$ cat src/rtl/dcache_pkg.sv
// dcache_pkg: shared definitions for the direct-mapped write-back data cache.
//   state_t         controller state encoding (IDLE/WRITEBACK/ALLOCATE/UPDATE)
//   calc_tag_w()    tag width from address/index/offset widths
//   calc_block_w()  block width in bits from the word-offset width
//   TAG_W, BLOCK_W  derived widths for the default geometry (32/3/2)
package dcache_pkg;

  typedef enum logic [1:0] {
    IDLE      = 2'd0,
    WRITEBACK = 2'd1,
    ALLOCATE  = 2'd2,
    UPDATE    = 2'd3
  } state_t;

  localparam int unsigned WORD_W = 32;

  function automatic int unsigned calc_tag_w(input int unsigned addr_w,
                                             input int unsigned index_w,
                                             input int unsigned offset_w);
    return addr_w - index_w - offset_w - 2;
  endfunction

  function automatic int unsigned calc_block_w(input int unsigned offset_w);
    return WORD_W << offset_w;
  endfunction

  localparam int unsigned TAG_W   = calc_tag_w(32, 3, 2);
  localparam int unsigned BLOCK_W = calc_block_w(2);

endpackage

$ cat src/rtl/dcache_array.sv
// dcache_array: tag/valid/dirty/data storage for the direct-mapped cache.
// Ports:
//   clk, reset        clock and asynchronous active-high reset (clears valid/dirty)
//   rd_index          line selected for the asynchronous read
//   rd_valid/rd_dirty/rd_tag/rd_block   contents of the selected line
//   we, wr_index      synchronous write enable and target line
//   wr_tag/wr_block/wr_dirty            new line contents; valid is set on write
module dcache_array
  import dcache_pkg::*;
#(
  parameter int unsigned INDEX_W    = 3,
  parameter int unsigned TAG_BITS   = TAG_W,
  parameter int unsigned BLOCK_BITS = BLOCK_W
) (
  input  logic                  clk,
  input  logic                  reset,
  input  logic [INDEX_W-1:0]    rd_index,
  output logic                  rd_valid,
  output logic                  rd_dirty,
  output logic [TAG_BITS-1:0]   rd_tag,
  output logic [BLOCK_BITS-1:0] rd_block,
  input  logic                  we,
  input  logic [INDEX_W-1:0]    wr_index,
  input  logic [TAG_BITS-1:0]   wr_tag,
  input  logic [BLOCK_BITS-1:0] wr_block,
  input  logic                  wr_dirty
);

  localparam int unsigned LINES = 1 << INDEX_W;

  logic [LINES-1:0]      valid;
  logic [LINES-1:0]      dirty;
  logic [TAG_BITS-1:0]   tags   [LINES];
  logic [BLOCK_BITS-1:0] blocks [LINES];

  assign rd_valid = valid[rd_index];
  assign rd_dirty = dirty[rd_index];
  assign rd_tag   = tags[rd_index];
  assign rd_block = blocks[rd_index];

  always_ff @(posedge clk or posedge reset) begin
    if (reset) begin
      valid <= '0;
      dirty <= '0;
    end else if (we) begin
      valid[wr_index] <= 1'b1;
      dirty[wr_index] <= wr_dirty;
    end
  end

  // Tag and data contents are meaningless while valid is clear, so no reset.
  always_ff @(posedge clk) begin
    if (we) begin
      tags[wr_index]   <= wr_tag;
      blocks[wr_index] <= wr_block;
    end
  end

endmodule

$ cat src/rtl/dcache_ctrl.sv
// dcache_ctrl: direct-mapped, write-back, write-allocate data cache controller.
// Ports:
//   clk, reset            clock, asynchronous active-high reset
//   d_mem_r, d_mem_w      load / store request (both high acts as a store)
//   address, wr_data      byte address (bits [1:0] ignored) and store data
//   rd_data               load data, valid when d_mem_r=1 and busy=0
//   busy                  pipeline stall while a miss is being serviced
//   mem_read, mem_write   block refill / writeback requests, held until mem_ack
//   mem_address           block address {tag, index}
//   mem_wr_data           block being written back
//   mem_rd_data, mem_ack  refill block and one-cycle completion pulse
//   hit_count, miss_count saturating request counters (DCACHE_STATS_EN only)
// Optional feature macro: DCACHE_STATS_EN.
module dcache_ctrl
  import dcache_pkg::*;
#(
  parameter int unsigned ADDR_W   = 32,
  parameter int unsigned INDEX_W  = 3,
  parameter int unsigned OFFSET_W = 2
) (
  input  logic                                clk,
  input  logic                                reset,
  input  logic                                d_mem_r,
  input  logic                                d_mem_w,
  input  logic [ADDR_W-1:0]                   address,
  input  logic [31:0]                         wr_data,
  output logic [31:0]                         rd_data,
  output logic                                busy,
  output logic                                mem_read,
  output logic                                mem_write,
  output logic [ADDR_W-OFFSET_W-3:0]          mem_address,
  output logic [calc_block_w(OFFSET_W)-1:0]   mem_wr_data,
  input  logic [calc_block_w(OFFSET_W)-1:0]   mem_rd_data,
  input  logic                                mem_ack
`ifdef DCACHE_STATS_EN
  ,
  output logic [31:0]                         hit_count,
  output logic [31:0]                         miss_count
`endif
);

  localparam int unsigned TAG_BITS   = calc_tag_w(ADDR_W, INDEX_W, OFFSET_W);
  localparam int unsigned BLOCK_BITS = calc_block_w(OFFSET_W);
  localparam int unsigned WORDS      = 1 << OFFSET_W;

  logic [OFFSET_W-1:0] offset_in;
  logic [INDEX_W-1:0]  index_in;
  logic [TAG_BITS-1:0] tag_in;
  logic                unused_low;

  assign offset_in  = address[OFFSET_W+1:2];
  assign index_in   = address[OFFSET_W+2 +: INDEX_W];
  assign tag_in     = address[ADDR_W-1 -: TAG_BITS];
  assign unused_low = ^address[1:0];

  logic                  line_valid;
  logic                  line_dirty;
  logic [TAG_BITS-1:0]   line_tag;
  logic [BLOCK_BITS-1:0] line_block;
  logic                  we;
  logic [INDEX_W-1:0]    w_index;
  logic [TAG_BITS-1:0]   w_tag;
  logic [BLOCK_BITS-1:0] w_block;
  logic                  w_dirty;

  dcache_array #(
    .INDEX_W   (INDEX_W),
    .TAG_BITS  (TAG_BITS),
    .BLOCK_BITS(BLOCK_BITS)
  ) u_array (
    .clk     (clk),
    .reset   (reset),
    .rd_index(index_in),
    .rd_valid(line_valid),
    .rd_dirty(line_dirty),
    .rd_tag  (line_tag),
    .rd_block(line_block),
    .we      (we),
    .wr_index(w_index),
    .wr_tag  (w_tag),
    .wr_block(w_block),
    .wr_dirty(w_dirty)
  );

  state_t                state;
  logic [TAG_BITS-1:0]   lat_tag;
  logic [INDEX_W-1:0]    lat_index;
  logic [OFFSET_W-1:0]   lat_offset;
  logic [31:0]           lat_data;
  logic                  lat_write;
  logic [BLOCK_BITS-1:0] refill;

  logic        req;
  logic        hit;
  logic        miss;
  logic [31:0] rd_word;

  assign req  = d_mem_r | d_mem_w;
  assign hit  = line_valid && (line_tag == tag_in);
  assign miss = (state == IDLE) && req && !hit;
  assign busy = (state != IDLE) || miss;

  always_comb begin
    rd_word = '0;
    for (int unsigned i = 0; i < WORDS; i++) begin
      if (offset_in == OFFSET_W'(i)) rd_word = line_block[32*i +: 32];
    end
  end

  assign rd_data = (state == IDLE && d_mem_r && hit) ? rd_word : '0;

  // Single array write port: a store hit in IDLE merges into the resident
  // line; UPDATE installs the refilled block (with a pending store merged).
  always_comb begin
    we      = 1'b0;
    w_index = index_in;
    w_tag   = tag_in;
    w_dirty = 1'b1;
    w_block = line_block;
    if (state == UPDATE) begin
      we      = 1'b1;
      w_index = lat_index;
      w_tag   = lat_tag;
      w_dirty = lat_write;
      w_block = refill;
      if (lat_write) begin
        for (int unsigned i = 0; i < WORDS; i++) begin
          if (lat_offset == OFFSET_W'(i)) w_block[32*i +: 32] = lat_data;
        end
      end
    end else if (state == IDLE && d_mem_w && hit) begin
      we = 1'b1;
      for (int unsigned i = 0; i < WORDS; i++) begin
        if (offset_in == OFFSET_W'(i)) w_block[32*i +: 32] = wr_data;
      end
    end
  end

  always_ff @(posedge clk or posedge reset) begin
    if (reset) begin
      state       <= IDLE;
      mem_read    <= 1'b0;
      mem_write   <= 1'b0;
      mem_address <= '0;
      mem_wr_data <= '0;
      lat_tag     <= '0;
      lat_index   <= '0;
      lat_offset  <= '0;
      lat_data    <= '0;
      lat_write   <= 1'b0;
      refill      <= '0;
    end else begin
      case (state)
        IDLE: begin
          if (miss) begin
            lat_tag    <= tag_in;
            lat_index  <= index_in;
            lat_offset <= offset_in;
            lat_data   <= wr_data;
            lat_write  <= d_mem_w;
            if (line_valid && line_dirty) begin
              state       <= WRITEBACK;
              mem_write   <= 1'b1;
              mem_address <= {line_tag, index_in};
              mem_wr_data <= line_block;
            end else begin
              state       <= ALLOCATE;
              mem_read    <= 1'b1;
              mem_address <= {tag_in, index_in};
            end
          end
        end
        WRITEBACK: begin
          if (mem_ack) begin
            state       <= ALLOCATE;
            mem_write   <= 1'b0;
            mem_read    <= 1'b1;
            mem_address <= {lat_tag, lat_index};
          end
        end
        ALLOCATE: begin
          if (mem_ack) begin
            state    <= UPDATE;
            mem_read <= 1'b0;
            refill   <= mem_rd_data;
          end
        end
        UPDATE: begin
          state <= IDLE;
        end
        default: state <= IDLE;
      endcase
    end
  end

`ifdef DCACHE_STATS_EN
  // The first IDLE cycle after a refill re-evaluates the same request as a
  // hit; that hit belongs to the miss already counted.
  logic refilled;

  always_ff @(posedge clk or posedge reset) begin
    if (reset) begin
      hit_count  <= '0;
      miss_count <= '0;
      refilled   <= 1'b0;
    end else if (state == UPDATE) begin
      refilled <= 1'b1;
    end else if (state == IDLE) begin
      refilled <= 1'b0;
      if (req && !hit && miss_count != '1) miss_count <= miss_count + 32'd1;
      if (req && hit && !refilled && hit_count != '1) hit_count <= hit_count + 32'd1;
    end
  end
`endif

endmodule

$ cat config.mk
export PLATFORM = sky130hd
export DESIGN_NAME = dcache_ctrl
export DESIGN_NICKNAME = d
export VERILOG_FILES = /design/src/rtl/dcache_pkg.sv /design/src/rtl/dcache_array.sv /design/src/rtl/dcache_ctrl.sv
export SDC_FILE = /design/constraint.sdc
export NUM_CORES = 2
export LEC_CHECK = 0
export BUFFER_PORTS_ARGS = -buffer_cell sky130_fd_sc_hd__buf_4
export CORE_ASPECT_RATIO = 0.5
export CORE_MARGIN = 1
export CORE_UTILIZATION = 45
export CTS_CLUSTER_DIAMETER = 150
export DETAILED_ROUTE_END_ITERATION = 6
export PLACE_DENSITY = 0.6
export SETUP_SLACK_MARGIN = 0.02
export SKIP_CTS_REPAIR_TIMING = 1
export SLEW_MARGIN = 20
export SYNTH_ARGS = -nofsm -noshare
export SYNTH_HDL_FRONTEND = slang
export SYNTH_SLANG_ARGS = --single-unit
$ cat constraint.sdc
create_clock -name clk -period 14.4 [get_ports clk]
set_clock_uncertainty 0.15 [all_clocks]
set_input_delay 2.16 -clock clk [delete_from_list [all_inputs] [get_ports clk]]
set_output_delay 2.16 -clock clk [all_outputs]
set_load 0.02 [all_outputs]
# Word level (Yosys, flattened, before mapping)
# Memories as Yosys holds them, arrays and structs flattened.
# Index checks and enable logic that the tools add are counted.
[totals]
ram_bits = 1224
inputBits = 197
mem_count = 2
reg_bits = 367
out_inout_bits = 191
[mem_list]
columns = ["name", "words", "word_bits", "read_ports", "rd_clocked_by_memory_dff", "write_ports", "line", "text"]
rows = [
  ["u_array.blocks", 8, 128, 1, 0, 1, "dcache_array.sv:34", "logic [BLOCK_BITS-1:0] blocks [LINES];"],
  ["u_array.tags", 8, 25, 1, 0, 1, "dcache_array.sv:33", "logic [TAG_BITS-1:0] tags [LINES];"],
]
[classes]
n_eq_ne = 15
n_reduce_logical = 24
mux = 47
order_cmp = 3
n_bitwise = 2
[ops]
columns = ["operator", "n"]
rows = [
  ["$mux 32", 13],
  ["$mux 128", 3],
  ["$mux 28", 3],
  ["$pmux 28 s2", 1],
  ["$eq 25x25->1", 1],
  ["$mux 25", 1],
  ["$mux 1", 14],
  ["$eq 2x2->1 const B", 6],
  ["$logic_and 1x1->1", 9],
  ["$reduce_and 3->1", 3],
  ["$bwmux 8", 1],
  ["$lt 3x4->1 const B", 2],
  ["$mux 2", 4],
  ["$ne 2x2->1 const B", 4],
  ["$or 8x8->8", 1],
  ["$pmux 2 s4", 1],
  ["$bmux 1 s3", 2],
  ["$eq 2x1->1 const B", 3],
  ["$logic_not 2->1", 3],
  ["$reduce_and 5->1", 1],
  ["$reduce_and 2->1", 2],
  ["$reduce_and 4->1", 1],
  ["$reduce_bool 2->1", 2],
  ["$demux 1 s3", 1],
  ["other kinds (9)", 9],
]

# Logic depth before layout (Yosys ltp)
[depth]
depth_word = 8
mapped_depth = 13

# Modules after synthesis
# A second synthesis with hierarchy kept.
[hier_totals]
hier_cells = 3260
hier_area_um2 = 66577.6
[by_module_without_submodules]
columns = ["module", "cells_per_inst", "n_inst", "area_per_inst_um2"]
rows = [
  ["dcache_array", 1820, 1, 47180.2],
  ["dcache_ctrl", 1440, 1, 19397.4],
]

# Worst setup path after synthesis
# Ideal clock, no wire load.
[synth_path]
path_kind = "input to register"
start = "input address[5]"
end = "memory u_array.blocks[4][0] (netlist bit), enable pin"
required_time_ns = 13.582
path_slack_ns = 2.782
arrival_ns = 10.800
path_stages = 11
path_cell_list = "buf_2 -> buf_4 -> mux4_2 -> nor2_1 -> nor3_1 -> nor4_1 -> nand4_1 -> nor4_1 -> a22oi_1 -> clkbuf_1 -> nor2_1"
[synth_between]
elab_chain_len = 8
[synth_lines]
columns = ["element", "line", "text"]
rows = [
  ["start, declared", "dcache_ctrl.sv:25", "input logic [ADDR_W-1:0] address,"],
  ["$mem_v2 8x25 or $bmux 1 s3 (tied branches)", "--", ""],
  ["$eq 25x25->1 or $mux 1 (tied branches)", "dcache_ctrl.sv:99, dcache_array.sv:36", ""],
  ["$logic_and 1x1->1", "dcache_ctrl.sv:99", "assign hit = line_valid && (line_tag == tag_in);"],
  ["$logic_and 1x1->1", "dcache_ctrl.sv:131", "end else if (state == IDLE && d_mem_w && hit) begin"],
  ["$mux 1", "dcache_ctrl.sv:131", ""],
  ["$mux 1", "dcache_ctrl.sv:120", "if (state == UPDATE) begin"],
  ["$mux 1", "dcache_array.sv:53", "if (we) begin"],
  ["$mux 1 (implied by the code)", "dcache_array.sv:55", "blocks[wr_index] <= wr_block;"],
  ["end, declared", "dcache_array.sv:34", ""],
]
# Several ways; a longest one is shown, not always the timed one. The select of a mux whose other input is x is not followed.

# Worst setup path after layout
[layout_path]
start = "input address[4]"
end = "output rd_data[5]"
[layout_between]
elab_chain_len = 6
[layout_lines]
columns = ["element", "line", "text"]
rows = [
  ["$mem_v2 8x128", "--", ""],
  ["$mux 32 (4 in series)", "dcache_ctrl.sv:106", "if (offset_in == OFFSET_W'(i)) rd_word = line_block[32*i +: 32];"],
  ["$mux 32 (*)", "dcache_ctrl.sv:110", "assign rd_data = (state == IDLE && d_mem_r && hit) ? rd_word : '0;"],
  ["end, declared", "dcache_ctrl.sv:27", "output logic [31:0] rd_data,"],
]
# Every way passes the cells marked *; elsewhere a longest branch is shown, timed or not. The select of a mux whose other input is x is not followed.

==> metrics.cfg <==
[layout]
drive_gt1_frac = 0.332
layout.cells.most_common = edfxtp_1
layout_common_cells = 1224 x edfxtp_1, 441 x buf_4, 367 x dfrtp_1, 323 x mux4_2, 291 x mux2_2
final_util = 0.526
final_area_um2 = 75800
fillers = 11500
syn_to_final_growth_pct = 15.1
finalNetCount = 4073
multi_input_area_um2 = 19000
ff_latch_area_um2 = 45900

[setup_path]
crit_path_end_kind = primary output
rrSetupSlack_ns = 8.47
reg2reg_depth = 11
path_class = input pin to primary output
cp-start-kind = input pin
reg2reg_from = u_array.tags[6][1]$_DFFE_PP_
cp.arrival_ns = 6.93
crit_required_ns = 12.09
path_max_fanout = 55
worstReg2RegEnd = u_array.blocks[0][99]$_DFFE_PP_

[worst_hold_path]
min_to = u_array.valid[3]$_DFFE_PP0N_
min_path_type = register to register
min_from = u_array.valid[3]$_DFFE_PP0N_
min_path_cells = 1

[grt]
grtUsageMet3 = 0.0362
grt_busiest_layer = met2
antenna_found_initial = 4
gr-usage-met2 = 0.357
globalRoute.totalOverflow = 0
grt_max_degree = 131
gr-usage-met1 = 0.314
grt_first_pass_wirelength_um = 239000
track_usage = 0.220
first_global_vias = 36200

[cts]
htree_levels = 4
clk_pin_slew_worst_paths_ns = 0.07
cts_tree = done
cts_root_buf = clkbuf_16
clock_latency_ns = 0.78
clock_path_buffers = 3
cts_made_buffers = 143
cts_sinks = 1591

[logic_synthesis]
synth_area_um2 = 65900
ys_warn_count = 0
yosysUniqueCellTypes = 53
ys_ff_latch = 1591
syn_inst = 3483
synthesis.nets = 3684
synth_area_per_cell_um2 = 18.9
ys.flop_type = edfxtp_1
async_flop_share = 0.231
yosysSeqAreaShare = 0.697
synth_edf_count = 1224

[power]
power_density_nw_per_um2 = 189
peakVddDrop_v = 0.000186
leakage_nw = 27.1

[sta]
slew_headroom = 0.220
max_freq_mhz = 108
hold_viol = 0
whs_ns = 0.327
tightest_slew_ns = 1.17
rsz0062_at_grt = no
setup_ws_ns = 5.16
min_period_ns = 9.24
setup_violations = 0
fin_crit_sh = 0.641
finalMaxSlewViolations = 0
fin_setup_tns_ns = 0

[placement]
gp_congestion = 0.752
place_ws_ns = 4.66
place_area_um2 = 70900
io_buffers = 385
post-dp-hpwl_um = 93300

[route]
drt_first_pass_iters = 5
routed_wl_um = 161000
routedWlPerCell_um = 27.1
vias = 34500
via_per_inst = 5.80
drtIter0Drc = 2876
drcViolationCount = 0
ant_nets = 0

[run]
drv_cap = 0

[floorplan]
rows = 98
die_w_um = 543
fp.dieH_um = 273
core_um2 = 144000
start_util = 0.457
io_pins = 388
dieArea_um2 = 148000

[outcome]
status = finished clean

[flip-flops by register name, indices dropped and copies added (netlist names)]
| signal | flops |
|---|---|
| u_array.tags | 200 |
| mem_address | 28 |
| lat_tag | 25 |
| u_array.dirty | 8 |
| mem_write | 1 |
| refill | 128 |
| lat_write | 1 |
| lat_offset | 2 |
| state | 2 |
| lat_index | 3 |
| mem_wr_data | 128 |
| lat_data | 32 |
| u_array.blocks | 1024 |
| mem_read | 1 |
| u_array.valid | 8 |
[routing by layer]
layer | share of wire | up-vias
met5 | 0 | -
met4 | 0.016 | 0
met3 | 0.050 | 184
met2 | 0.49 | 894
met1 | 0.44 | 18500
li1 | - | 14900
[where the power goes]
group          internal (W)  switching (W)
Sequential          0.00641       0.000434
Clock               0.00223        0.00169
Combinational       0.00140        0.00216
[metrics by stage]
step / std cells / power [W]
2_1_floorplan: 3483 / 0.00914
3_3_place_gp: 5659 / 0.0104
3_5_place_dp: 5659 / 0.0105
4_1_cts: 5923 / 0.0144
5_1_grt: 5945 / 0.0150
6_report: 5945 / 0.0143
[critical path, stage by stage]
cell and delay, ns:
buf_8 0.45, buf_4 0.80, buf_4 0.85, buf_6 0.67, mux4_2 0.58, mux2_2 0.35
mux4_2 0.55, nor2b_1 0.16, buf_4 0.19
[synth_stat cells (4+ instances only)]
cell type,instances,area [µm²]
edfxtp_1,1224,36800
dfrtp_1,367,9180
mux4_2,323,7270
mux2_2,291,3280
mux2_1,222,2500
mux2i_1,183,1830
nor3_1,150,751
a221oi_1,128,1120
clkbuf_1,128,480
nor2_1,70,263
o21ai_0,60,300
nand2_1,53,199
buf_1,45,169
nor2b_1,37,231
buf_2,32,160
inv_1,18,67.6
buf_6,17,191
nand3_1,14,70.1
a21oi_1,11,55.1
o21a_1,11,82.6
xnor2_1,10,87.6
o21bai_1,8,60.1
a22oi_1,7,52.6
a22o_1,6,52.6
nor3b_1,6,45.0
nand2b_1,5,31.3
nor4_4,5,106
buf_4,4,30.0
ha_1,4,50.1
nand3b_1,4,30.0
nor4_1,4,25.0
o22ai_1,4,25.0
[area by class of cell]
class | instances | area share
clock inverter | 50 | 0.00736
sequential | 1591 | 0.606
inverter | 19 | 0.00104
timing repair buffer | 470 | 0.0474
tap | 1950 | 0.0322
antenna | 4 | 0.000132
multi-input combinational | 1647 | 0.250
clock buffer | 214 | 0.0556
[kinds of logic (layout without fill, tap and decap cells)]
group | count (synthesis) | in the layout | share of synthesized area
compound gates | 245 | 245 | 0.0281
xor+xnor | 12 | 12 | 0.00160
fa+ha+maj | 4 | 4 | 0.000760
buf+inv | 245 | 753 | 0.0167
flops | 1591 | 1591 | 0.697
mux | 1019 | 1019 | 0.226
other cells | 0 | 4 | 0
simple gates | 367 | 367 | 0.0296
[how the worst max path moves through the flow]
stage | startpoint | to | depth (start not counted)
final | address[4] | rd_data[5] | 9
after detailed placement | address[4] | rd_data[8] | 9
after global routing | address[4] | rd_data[8] | 9
after global placement | address[4] | rd_data[5] | 9
after CTS | address[4] | rd_data[8] | 9
after floorplan | reset | lat_data[0]$_DFFE_PP0P_ | 1
(Power assumes the default switching activity.)
